$ cat config.mk
export PLATFORM = sky130hd
export DESIGN_NAME = nand_gate
export DESIGN_NICKNAME = d
export VERILOG_FILES = /design/src/rtl/nand_gate.sv
export SDC_FILE = /design/constraint.sdc
export NUM_CORES = 1
export LEC_CHECK = 0
export CAP_MARGIN = 20
export CORE_AREA = 3 3 40 42
export DETAILED_ROUTE_END_ITERATION = 8
export DIE_AREA = 0 0 43 45
export DONT_BUFFER_PORTS = 1
export GPL_TIMING_DRIVEN = 0
export PLACE_DENSITY = 0.36
export SYNTH_ARGS = -nofsm -noshare
export SYNTH_HDL_FRONTEND = slang
export SYNTH_SLANG_ARGS = --single-unit
$ cat constraint.sdc
create_clock -name clk -period 0.8 [get_ports clk]
set_input_delay 0.12 -clock clk [delete_from_list [all_inputs] [get_ports clk]]
set_output_delay 0.12 -clock clk [all_outputs]
set_load 0.02 [all_outputs]
$ cat src/rtl/nand_gate.sv
// Bitwise NAND slice for the ALU logic-operation path.
// Combinational result plus a registered copy with valid/zero/all-ones flags.
module nand_gate #(
    parameter int WIDTH = 4
) (
    input  logic             clk,
    input  logic             rst,
    output logic [WIDTH-1:0] Y,
    input  logic [WIDTH-1:0] A,
    input  logic [WIDTH-1:0] B,
    output logic [WIDTH-1:0] Y_q,
    output logic             q_valid,
    output logic             q_zero,
    output logic             q_ones
);

    logic y_zero;
    logic y_ones;

    // Y must follow A/B at all times, reset included, so it stays outside the register.
    assign Y      = ~(A & B);
    assign y_zero = (Y == '0);
    assign y_ones = &Y;

    always_ff @(posedge clk) begin
        if (rst) begin
            Y_q     <= '0;
            q_valid <= 1'b0;
            q_zero  <= 1'b0;
            q_ones  <= 1'b0;
        end else begin
            Y_q     <= Y;
            q_valid <= 1'b1;
            q_zero  <= y_zero;
            q_ones  <= y_ones;
        end
    end

endmodule

==> results.yml, run 1 <==
cts:
  path_clk_slew_ns: 0.05
  tritoncts.num_buffers: 3
  cts_setup_buffers: 0
  cts_tree: "yes"
  cts-hold-fix-buffers: 5
  cts_buffer_depth: 2
  ctsHtreeMaxLevel: 1
  clock_sinks: 7
  cts_root_buf: "clkbuf_4"
grt:
  grt_max_degree: 7
  antenna_found_initial: 0
  grt-ovfl-total: 0
  grt_first_pass_wirelength_um: 862
  grt_pass1_vias: 199
  grt_usage: 0.0626
pwr:
  p_sw_frac: 0.234
  leakage_nw: 0.123
  power_density_mw_per_mm2: 2460
  p_int_uw: 592
  pwr-share-clk: 0.400
  seqPwrFrac: 0.525
  ir_drop_mv: 0.480
  power_frac_comb: 0.075
  p_switching_uw: 181
  power.total_uw: 773
die:
  pin_count: 21
  die_h_um: 45
  rows: 13
  start_util: 0.164
  die_w_um: 43
  dieArea_mm2: 0.00194
  core-area_mm2: 0.00128
timing:
  drv_slew: 0
  timing.fmax_mhz: 1350
  fin_crit_sh: 0.927
  rsz0062_at_grt: "no"
  max_slew_margin: 0.811
  setup_viol: 0
  setup_tns_ns: 0
  holdWs_ns: -0.0629
  hold_viol_final: 1
  tightestPinTransition_ns: 0.283
  finalCriticalPeriod_ns: 0.742
place:
  port_buffers: 0
  place_hpwl_um: 408
  gp_congestion: 0.560
synth:
  synth_cell_types: 8
  synth_seq_cells: 7
  syn_area_per_cell_um2: 11.1
  synth_nets: 29
  syn_inst: 19
  seq_area_frac_synth: 0.667
  yosys_warnings: 0
  netlist_area_um2: 210
route:
  drt-total-wl_um: 542
  drc: 0
  vias_per_cell: 4.12
  wl_per_cell_um: 12.6
  drt_iter0_markers: 1
  ant_nets: 0
  dr.pass1.iters: 3
  vias: 177
critical_path:
  criticalPathCategory: "flip-flop to output pin"
  cp.arrival_ns: 0.62
  start_kind: "flip-flop"
  cp_data_required_time_ns: 0.68
  endpoint_kind: "output pin"
  critPathMaxFanout: 1
final_layout:
  layout-drive-gt1-share: 0.429
  areaGrowthSynthToFinish_pct: 49.4
  num_antenna_cells: 0
  fin_nets: 39
min_path:
  min_path_type: "input port to flip-flop"
status:
  status: "complete, but fails checks"
  violations: "hold timing"
run:
  cap_viol_max_count: 0
[power groups by stage]
stage | clock, mW | sequential [mW] | combinational (mW)
final | 0.309 | 0.406 | 0.0582
after global routing | 0.351 | 0.407 | 0.0651
after CTS | 0.320 | 0.405 | 0.0585
after detailed placement | 0 | 0.409 | 0.0367
after global placement | 0 | 0.409 | 0.0367
after floorplan | 0 | 0.405 | 0.0323
[logic make-up after synthesis]
group,count (synthesis),synth area share
AO/OA/AOI/OAI,4,0.113
AND/OR/NAND/NOR,7,0.202
flip-flops,7,0.667
buffers and inverters,1,0.0178
[cell usage in the layout (no fill, tap or decap)]
cell type	synthesis	final
inv_1	1	1
nand4_1	1	1
a21oi_2	1	1
clkbuf_1	0	1
and4_1	1	1
nor4_2	1	1
a21oi_1	3	3
nand2_1	4	4
clkbuf_4	0	3
dfxtp_2	0	7
dlygate4sd3_1	0	5
[flip-flops by register name (all words and copies together) (netlist names)]
| signal | count |
|---|---|
| q_valid | 1 |
| q_ones | 1 |
| Y_q | 4 |
| q_zero | 1 |
[final timing paths]
| check | slack [ns] | end | depth (start not counted) | from |
|---|---|---|---|---|
| setup / recovery | 0.06 | q_ones | 0 | q_ones$_SDFF_PP0_ |
| hold / removal | -0.06 | q_zero$_SDFF_PP0_ | 1 | rst |
[cells in the mapped netlist]
cell	instances	share of area
a21oi_1	3	0.071
a21oi_2	1	0.042
nand4_1	1	0.030
and4_1	1	0.042
inv_1	1	0.018
nand2_1	4	0.071
dfxtp_1	7	0.67
nor4_2	1	0.060
[what timing repair did]
item,CTS,global route
setup endpoints to repair,4,3
endpoints found under the hold margin,6,1
gates resized for setup,4,3
[per-layer routing]
layer / global-route usage / routed length [µm]
met5: 0 / 0
met1: 0.0631 / 183
met4: 0.0542 / 0
met2: 0.0988 / 291
met3: 0.0279 / 66
[area by class of cell]
class | count | area, µm²
sequential | 7 | 149
tap | 15 | 18.8
clock buffer | 4 | 26.3
inverter | 1 | 3.75
fill | 139 | 971
timing repair buffer | 5 | 50.0
multi-input combinational | 11 | 66.3
[through the flow]
step,area [µm²],utilization,worst slack [ns],instances
6_report,314,0.244,0.0581,43
4_1_cts,310,0.241,0.00106,43
3_5_place_dp,229,0.178,0.0978,34
5_1_grt,314,0.244,0.0263,43
2_1_floorplan,210,-,0.177,19
3_3_place_gp,229,0.178,0.123,34
No activity file was read; power rests on OpenSTA's default activity.
==> run 2: changes to the inputs <==
CORE_AREA = 2 2 39 41   (was 3 3 40 42)
DIE_AREA = 0 0 41 43   (was 0 0 43 45)
SETUP_SLACK_MARGIN = 0.5   (was default)
==> results.yml, run 2 (synthesis results as in run 1) <==
timing:
  finalCriticalPeriod_ns: 0.737
  hold_viol_final: 6
  rsz0062_at_grt: "yes"
  tightestPinTransition_ns: 0.170
  drv_slew: 0
  setup_tns_ns: 0
  max_slew_margin: 0.886
  fin_crit_sh: 0.921
  setup_viol: 0
  holdWs_ns: -0.0797
  timing.fmax_mhz: 1360
die:
  dieArea_mm2: 0.00176
  die_w_um: 41
  core-area_mm2: 0.00138
  die_h_um: 43
  pin_count: 21
  rows: 14
  start_util: 0.152
route:
  vias: 157
  wl_met1_um: 134
  drc: 0
  wl_met2_um: 264
  drt_iter0_markers: 0
  vias_per_cell: 4.03
  ant_nets: 0
  wl_per_cell_um: 12.9
  met3_wirelength_um: 106
  drt-total-wl_um: 505
  dr.pass1.iters: 1
  highest-signal-layer: "met3"
final_layout:
  areaGrowthSynthToFinish_pct: 69.6
  fin_area_um2: 357
  final_cells: 39
  final_common_cell: "dfxtp_4"
  fill_cells: 151
  fin_nets: 34
  multiInputGateArea_um2: 140
  layout_common_cells: "dfxtp_4, nand2_8, a21oi_1, clkbuf_4"
  layout-drive-gt1-share: 0.696
  num_antenna_cells: 0
  register_area_um2: 166
  largest_reg_flops: 4
  top_register: "Y_q"
  fin_util: 0.258
grt:
  grt_usage: 0.0744
  grt_max_degree: 7
  antenna_found_initial: 0
  grt-ovfl-total: 0
  grt_first_pass_wirelength_um: 800
  grt_pass1_vias: 195
cts:
  tritoncts.num_buffers: 3
  cts_tree: "yes"
  path_clk_slew_ns: 0.05
  cts_setup_buffers: 0
  clock_sinks: 7
  ctsHtreeMaxLevel: 1
  cts_root_buf: "clkbuf_4"
  cts_buffer_depth: 2
critical_path:
  criticalPathCategory: "flip-flop to output pin"
  path_depth: 0
  critPathMaxFanout: 1
  cp_data_required_time_ns: 0.68
  endpoint_kind: "output pin"
  cp.arrival_ns: 0.62
  start_kind: "flip-flop"
status:
  status: "complete, but fails checks"
  violations: "hold timing"
min_path:
  min_path_type: "input port to flip-flop"
  whs_endpoint: "q_valid$_DFF_P_"
  holdPathStages: 1
  hp-start: "rst"
place:
  dp.cells: 35
  gp_congestion: 0.594
  port_buffers: 0
  placedInstanceArea_um2: 322
  place_hpwl_um: 434
pwr:
  leakage_nw: 0.116
  power_density_mw_per_mm2: 2120
  ir_drop_mv: 0.437
run:
  cap_viol_max_count: 0
-- run 2: cell type report --
type / count / share of cell area
sequential: 7 / 0.467
clock buffer: 4 / 0.0737
multi-input combinational: 11 / 0.393
tap: 16 / 0.0561
inverter: 1 / 0.0105
-- run 2: worst max-delay path by stage --
stage | start | end
5_1_grt | Y_q[0]$_SDFF_PP0_ | Y_q[0]
4_1_cts | Y_q[3]$_SDFF_PP0_ | Y_q[3]
2_1_floorplan | A[1] | q_zero$_SDFF_PP0_
6_report | q_valid$_DFF_P_ | q_valid
3_3_place_gp | A[1] | q_zero$_SDFF_PP0_
3_5_place_dp | A[1] | q_zero$_SDFF_PP0_
-- run 2: power by group --
part,total [mW],internal (mW),switching (mW)
clock,0.309,0.190,0.119
sequential,0.392,0.361,0.0312
combinational,0.0554,0.0265,0.0289
-- run 2: layer usage --
layer,vias up,global-route usage
met4,0,0.120
met2,17,0.0875
li1,73,-
met1,67,0.0645
met5,-,0
met3,0,0.0419
-- run 2: timing repair --
action | CTS | global route
pin swaps | 2 | 1
gates resized for setup | 0 | 1
gates cloned | 0 | 0
setup endpoints to repair | 11 | 12
hold endpoints to repair | 6 | 6
-- run 2: stage by stage --
step	setup slack, ns	power (mW)	hold WS (ns)
finish	0.0628	0.756	-0.0797
CTS	0.0522	0.771	-0.0876
detailed placement	0.273	0.453	0.180
global placement	0.285	0.453	0.179
floorplan	0.324	0.445	0.176
global route	0.0343	0.806	-0.0929
